$ cat src/rtl/pipe_pkg.sv
// Shared types and helpers for the pipeline hazard/forwarding controller.
package pipe_pkg;

  // Scoreboard entries store destinations at a fixed width wide enough for any supported register file.
  localparam int WA_W       = 8;
  localparam int FWD_SRC_RF = 0;

  typedef struct packed {
    logic            v;
    logic            we;
    logic [WA_W-1:0] wa;
    logic            late;
  } pipe_entry_t;

  function automatic int sel_w(input int stages);
    return $clog2(stages + 1);
  endfunction

endpackage

$ cat src/rtl/pipe_fwd_match.sv
// Priority search of the scoreboard for one operand: youngest matching stage decides
// between a forwarding source and a hazard.
module pipe_fwd_match
  import pipe_pkg::*;
#(
  parameter int STAGES   = 3,
  parameter int LOAD_LAT = 2,
  parameter int FWD_EN   = 1,
  parameter int REG_AW   = 3,
  localparam int SEL_W   = sel_w(STAGES)
) (
  input  logic                     issue_valid,
  input  logic                     uses,
  input  logic [REG_AW-1:0]        ra,
  input  pipe_entry_t [STAGES-1:0] sb,
  output logic                     hazard,
  output logic [SEL_W-1:0]         sel
);

  logic [WA_W-1:0] ra_ext;
  logic            hit;
  logic            hit_late;
  int              hit_k;

  assign ra_ext = WA_W'(ra);

  always_comb begin
    hit      = 1'b0;
    hit_late = 1'b0;
    hit_k    = 0;
    // Walk oldest to youngest so the lowest matching stage overrides.
    for (int k = STAGES; k >= 1; k--) begin
      if (issue_valid && uses && sb[k-1].v && sb[k-1].we && (sb[k-1].wa == ra_ext)) begin
        hit      = 1'b1;
        hit_k    = k;
        hit_late = sb[k-1].late;
      end
    end

    hazard = 1'b0;
    sel    = SEL_W'(FWD_SRC_RF);
    if (hit) begin
      if (FWD_EN != 0) begin
        if (hit_late && (hit_k < LOAD_LAT)) hazard = 1'b1;
        else                                sel    = SEL_W'(hit_k);
      end else begin
        // Without forwarding only the writeback stage can supply the value (write-through).
        if (hit_k < STAGES) hazard = 1'b1;
        else                sel    = SEL_W'(hit_k);
      end
    end
  end

endmodule

$ cat src/rtl/pipe_hazard_ctrl.sv
// Hazard/forwarding controller: shift-register scoreboard of in-flight writes,
// stall/flush issue control and saturating performance counters.
module pipe_hazard_ctrl
  import pipe_pkg::*;
#(
  parameter int REG_AW   = 3,
  parameter int STAGES   = 3,
  parameter int LOAD_LAT = 2,
  parameter int FWD_EN   = 1,
  parameter int CNT_W    = 16,
  localparam int SEL_W   = sel_w(STAGES)
) (
  input  logic              clk,
  input  logic              rst,
  input  logic              issue_valid,
  input  logic              issue_uses_a,
  input  logic [REG_AW-1:0] issue_ra,
  input  logic              issue_uses_b,
  input  logic [REG_AW-1:0] issue_rb,
  input  logic              issue_we,
  input  logic [REG_AW-1:0] issue_wa,
  input  logic              issue_late,
  input  logic              flush,
  output logic              issue_accept,
  output logic              stall,
  output logic [SEL_W-1:0]  fwd_sel_a,
  output logic [SEL_W-1:0]  fwd_sel_b,
  output logic [STAGES-1:0] stage_valid,
  output logic [CNT_W-1:0]  stall_cnt,
  output logic [CNT_W-1:0]  flush_cnt
);

  if (STAGES < 2 || STAGES > 8 || LOAD_LAT < 1 || LOAD_LAT > STAGES || REG_AW > WA_W) begin : g_param_check
    $error("pipe_hazard_ctrl: illegal STAGES/LOAD_LAT/REG_AW combination");
  end

  pipe_entry_t [STAGES-1:0] sb_q, sb_d;
  logic [CNT_W-1:0]         stall_cnt_q, stall_cnt_d;
  logic [CNT_W-1:0]         flush_cnt_q, flush_cnt_d;
  logic                     hazard_a, hazard_b;

  pipe_fwd_match #(
    .STAGES(STAGES), .LOAD_LAT(LOAD_LAT), .FWD_EN(FWD_EN), .REG_AW(REG_AW)
  ) u_match_a (
    .issue_valid(issue_valid), .uses(issue_uses_a), .ra(issue_ra),
    .sb(sb_q), .hazard(hazard_a), .sel(fwd_sel_a)
  );

  pipe_fwd_match #(
    .STAGES(STAGES), .LOAD_LAT(LOAD_LAT), .FWD_EN(FWD_EN), .REG_AW(REG_AW)
  ) u_match_b (
    .issue_valid(issue_valid), .uses(issue_uses_b), .ra(issue_rb),
    .sb(sb_q), .hazard(hazard_b), .sel(fwd_sel_b)
  );

  // Flush has priority: a squashed instruction never counts as stalled.
  assign stall        = issue_valid & (hazard_a | hazard_b) & ~flush;
  assign issue_accept = issue_valid & ~stall & ~flush;

  always_comb begin
    sb_d[0] = '0;
    if (issue_accept) begin
      sb_d[0].v    = 1'b1;
      sb_d[0].we   = issue_we;
      sb_d[0].wa   = WA_W'(issue_wa);
      sb_d[0].late = issue_late;
    end
    for (int k = 1; k < STAGES; k++) sb_d[k] = sb_q[k-1];

    stall_cnt_d = stall_cnt_q;
    if (stall && !(&stall_cnt_q)) stall_cnt_d = stall_cnt_q + CNT_W'(1);
    flush_cnt_d = flush_cnt_q;
    if (flush && !(&flush_cnt_q)) flush_cnt_d = flush_cnt_q + CNT_W'(1);
  end

  always_ff @(posedge clk) begin
    if (rst) begin
      sb_q        <= '0;
      stall_cnt_q <= '0;
      flush_cnt_q <= '0;
    end else begin
      sb_q        <= sb_d;
      stall_cnt_q <= stall_cnt_d;
      flush_cnt_q <= flush_cnt_d;
    end
  end

  always_comb begin
    stage_valid = '0;
    for (int k = 0; k < STAGES; k++) stage_valid[k] = sb_q[k].v;
  end

  assign stall_cnt = stall_cnt_q;
  assign flush_cnt = flush_cnt_q;

endmodule

$ cat config.mk
export PLATFORM = sky130hd
export DESIGN_NAME = pipe_hazard_ctrl
export DESIGN_NICKNAME = d
export VERILOG_FILES = /design/src/rtl/pipe_pkg.sv /design/src/rtl/pipe_fwd_match.sv /design/src/rtl/pipe_hazard_ctrl.sv
export SDC_FILE = /design/constraint.sdc
export NUM_CORES = 1
export LEC_CHECK = 0
export CAP_MARGIN = 40
export CORE_MARGIN = 8
export CORE_UTILIZATION = 25
export DETAILED_ROUTE_END_ITERATION = 6
export PLACE_DENSITY = 0.55
export SETUP_SLACK_MARGIN = 0.02
export SYNTH_ARGS = -nofsm -noshare
export SYNTH_HDL_FRONTEND = slang
export SYNTH_SLANG_ARGS = --single-unit
$ cat constraint.sdc
create_clock -name clk -period 3.74 [get_ports clk]
set_clock_uncertainty 0.05 [all_clocks]
set_input_delay 0.748 -clock clk [delete_from_list [all_inputs] [get_ports clk]]
set_output_delay 0.748 -clock clk [all_outputs]
set_load 0.02 [all_outputs]
==> qor.txt <==
Clock Tree Root -> clkbuf_8
crit-path max cell delay -> 0.54 ns
GPL Wtd Cong -> 0.770
Hold WC Path Type -> reg2reg
WL final -> 6110 µm
most common cell after layout, fill and taps aside -> clkdlybuf4s50_1
Netlist cell types -> 39
wire per inst -> 14.2 µm
H-tree levels -> 2
CP Max Fanout -> 7
Hold Buf Count CTS -> 0
all-layer global routing usage -> 10.2%
complex-gate fraction of the synthesized area -> 10.3%
first-pass GRT wire length -> 10,600 µm
drt first pass iters -> 4
MaxCap Viol Count -> 0
Core ar. -> 9110 µm²
Syn Inst Count -> 260
post-synth top area share -> 41.5%
detailed router's first-iteration violation count -> 78
Cell Chain, Critical Path -> clkdlybuf4s50_1, xor2_1, or4_1, buf_4, o21a_1, clkdlybuf4s50_1
Tmin final -> 3.60 ns
number of global-route vias before repair -> 2,130
CTS Sinks -> 48
CTS buffer count -> 5
worst slew pin tran -> 0.774 ns
Buf/Inv on CP -> 3
largest family of logic cells by synthesized area -> simple AND/OR/NAND/NOR gates
post-DP HPWL -> 4580 µm
Mapped Nets -> 279
top_reg_cell synth -> dfxtp_1
Slew headroom -> 47.7%
Final Hold Fails -> 0
global route overflow -> 0
Synth Area in XOR/XNOR -> 11.7%
Worst EP arrival -> 2.81 ns
Synth Register Bits -> 48
family with the most delay on the worst path -> buffers and inverters
nets -> 338
Post-synth EDFFs -> 0
Adder-Cell Fraction of Synth Area -> 1.08%
unrepaired setup endpoints after global routing -> no
Max Buffers Root-to-Sink -> 2
sequential area share after synthesis -> 41.5%
# setup viols final -> 0
Fill cells -> 958
most frequent cells in the layout -> 56 x clkdlybuf4s50_1, 48 x dfxtp_1, 24 x nor2_1
crit path capture type -> output port
layout cell share with drive strength beyond 1 -> 5.94%
status -> complete, no violations
Initial Utilization -> 25.4%
most frequent CP cell -> clkdlybuf4s50_1
diode count -> 0
worst slack, placed -> 0.0913 ns
drc violations -> 0
Die X -> 112 µm
Crit Path Class -> in2out
Synth Area in Simple Gates -> 29.6%
Post-DRT Antenna Nets -> 0
Leak -> 1.07 nW
syn_area_per_cell -> 8.91 µm²
final setup TNS -> 0 ns
post_cts resized -> 0
Synth Cell Area -> 2320 µm²
vias -> 2,080
Setup Fix Bufs, Post-CTS -> 0
multiplexer share of the synthesized area -> 2.27%
Worst-path clk slew -> 0.08 ns
Rows -> 35
Final Power -> 959 µW
final hold slack -> 0.439 ns
IO Count -> 58
Skew-Pair Late Insertion Delay -> 0.30 ns
area of the die -> 12,600 µm²
Cell Pwr Density -> 307 nW/µm²
Worst IR Drop VDD -> 0.138 mV
PortBufs -> 57
Critical Path Slowest Stage Cell -> or4_1
maximum number of pins on one net before global-route repair -> 45
initial antenna violation count -> 0
Startpoint Class -> primary input
Period Utilization, post-route -> 96.4%
FMAX -> 0.277 GHz
largest cells by area after synthesis -> dfxtp_1 41%, xor2_1 7.9%, nand4_1 4.0%
CTS tree -> done
routed vias/inst -> 4.83
Die Y -> 112 µm
worst setup margin -> 0.136 ns
post-synth top area cell -> dfxtp_1
Final Slew Violations -> 0
Critical Path RT -> 2.94 ns
ys async rst share -> 0%
Yosys warning count -> 0
Area growth, synth to finish -> 34.7%
final cells by class:
type	count	area, µm²	share of cell area, %
inverter	4	15.0	0.481
clock buffer	6	72.6	2.32
timing repair buffer	64	626	20.0
multi-input combinational	196	1270	40.8
sequential	48	961	30.8
clock inverter	2	35.0	1.12
tap	111	139	4.45
layer usage:
metal  vias to the layer above  wire [µm]  track usage, %
met2                        46       2760            15.8
met1                       972       2850            12.5
li1                       1053          -               -
met3                         9        406            3.65
met5                         -          0               0
met4                         0        100            4.05
logic make-up after synthesis:
group,count (synthesis)
XOR/XNOR,31
AO/OA/AOI/OAI,37
flip-flops,48
adder cells (fa/ha/maj),2
buffers and inverters,16
multiplexers,5
AND/OR/NAND/NOR,121
cell usage after synthesis, drive strengths merged, types with 4 or more instances:
| master | count |
|---|---|
| or4 | 5 |
| and2 | 6 |
| nand2 | 9 |
| or3 | 9 |
| nor2 | 24 |
| and4 | 5 |
| nor2b | 12 |
| a2111oi | 4 |
| a21oi | 13 |
| nand3 | 11 |
| nor4 | 6 |
| buf | 6 |
| o21ai | 8 |
| dfxtp | 48 |
| nor3 | 7 |
| xor2 | 21 |
| xnor2 | 10 |
| inv | 4 |
| nand4 | 15 |
| clkbuf | 6 |
final timing paths:
check        slack (ns)           startpoint  cells after the start                         end
max                0.14          issue_rb[1]                      6                fwd_sel_b[1]
min                0.44  sb_d[31]$_SDFF_PP0_                      1         sb_q[31]$_SDFF_PP0_
max reg2reg        1.25  sb_d[12]$_SDFF_PP0_                      6  stall_cnt[10]$_SDFFE_PP0P_
min reg2reg        0.44  sb_d[31]$_SDFF_PP0_                      1         sb_q[31]$_SDFF_PP0_
report_power, final:
| group | internal (mW) | switching (mW) |
|---|---|---|
| logic | 0.0349 | 0.0333 |
| clock network | 0.199 | 0.170 |
| registers | 0.516 | 0.00626 |
| total | 0.750 | 0.209 |
metrics by stage:
step | instances | utilization, % | area (µm²)
finish | 431 | 34.3 | 3120
global route | 431 | 34.3 | 3120
CTS | 431 | 34.2 | 3120
detailed placement | 423 | 33.1 | 3010
global placement | 423 | 33.1 | 3010
floorplan | 260 | - | 2320
sequential cells by signal, indices dropped and copies added, names as in the netlist:
name         cells
flush_cnt       16
sb_d             9
sb_q             4
stage_valid      3
stall_cnt       16
Note: power is estimated with default switching activity, not from simulation.
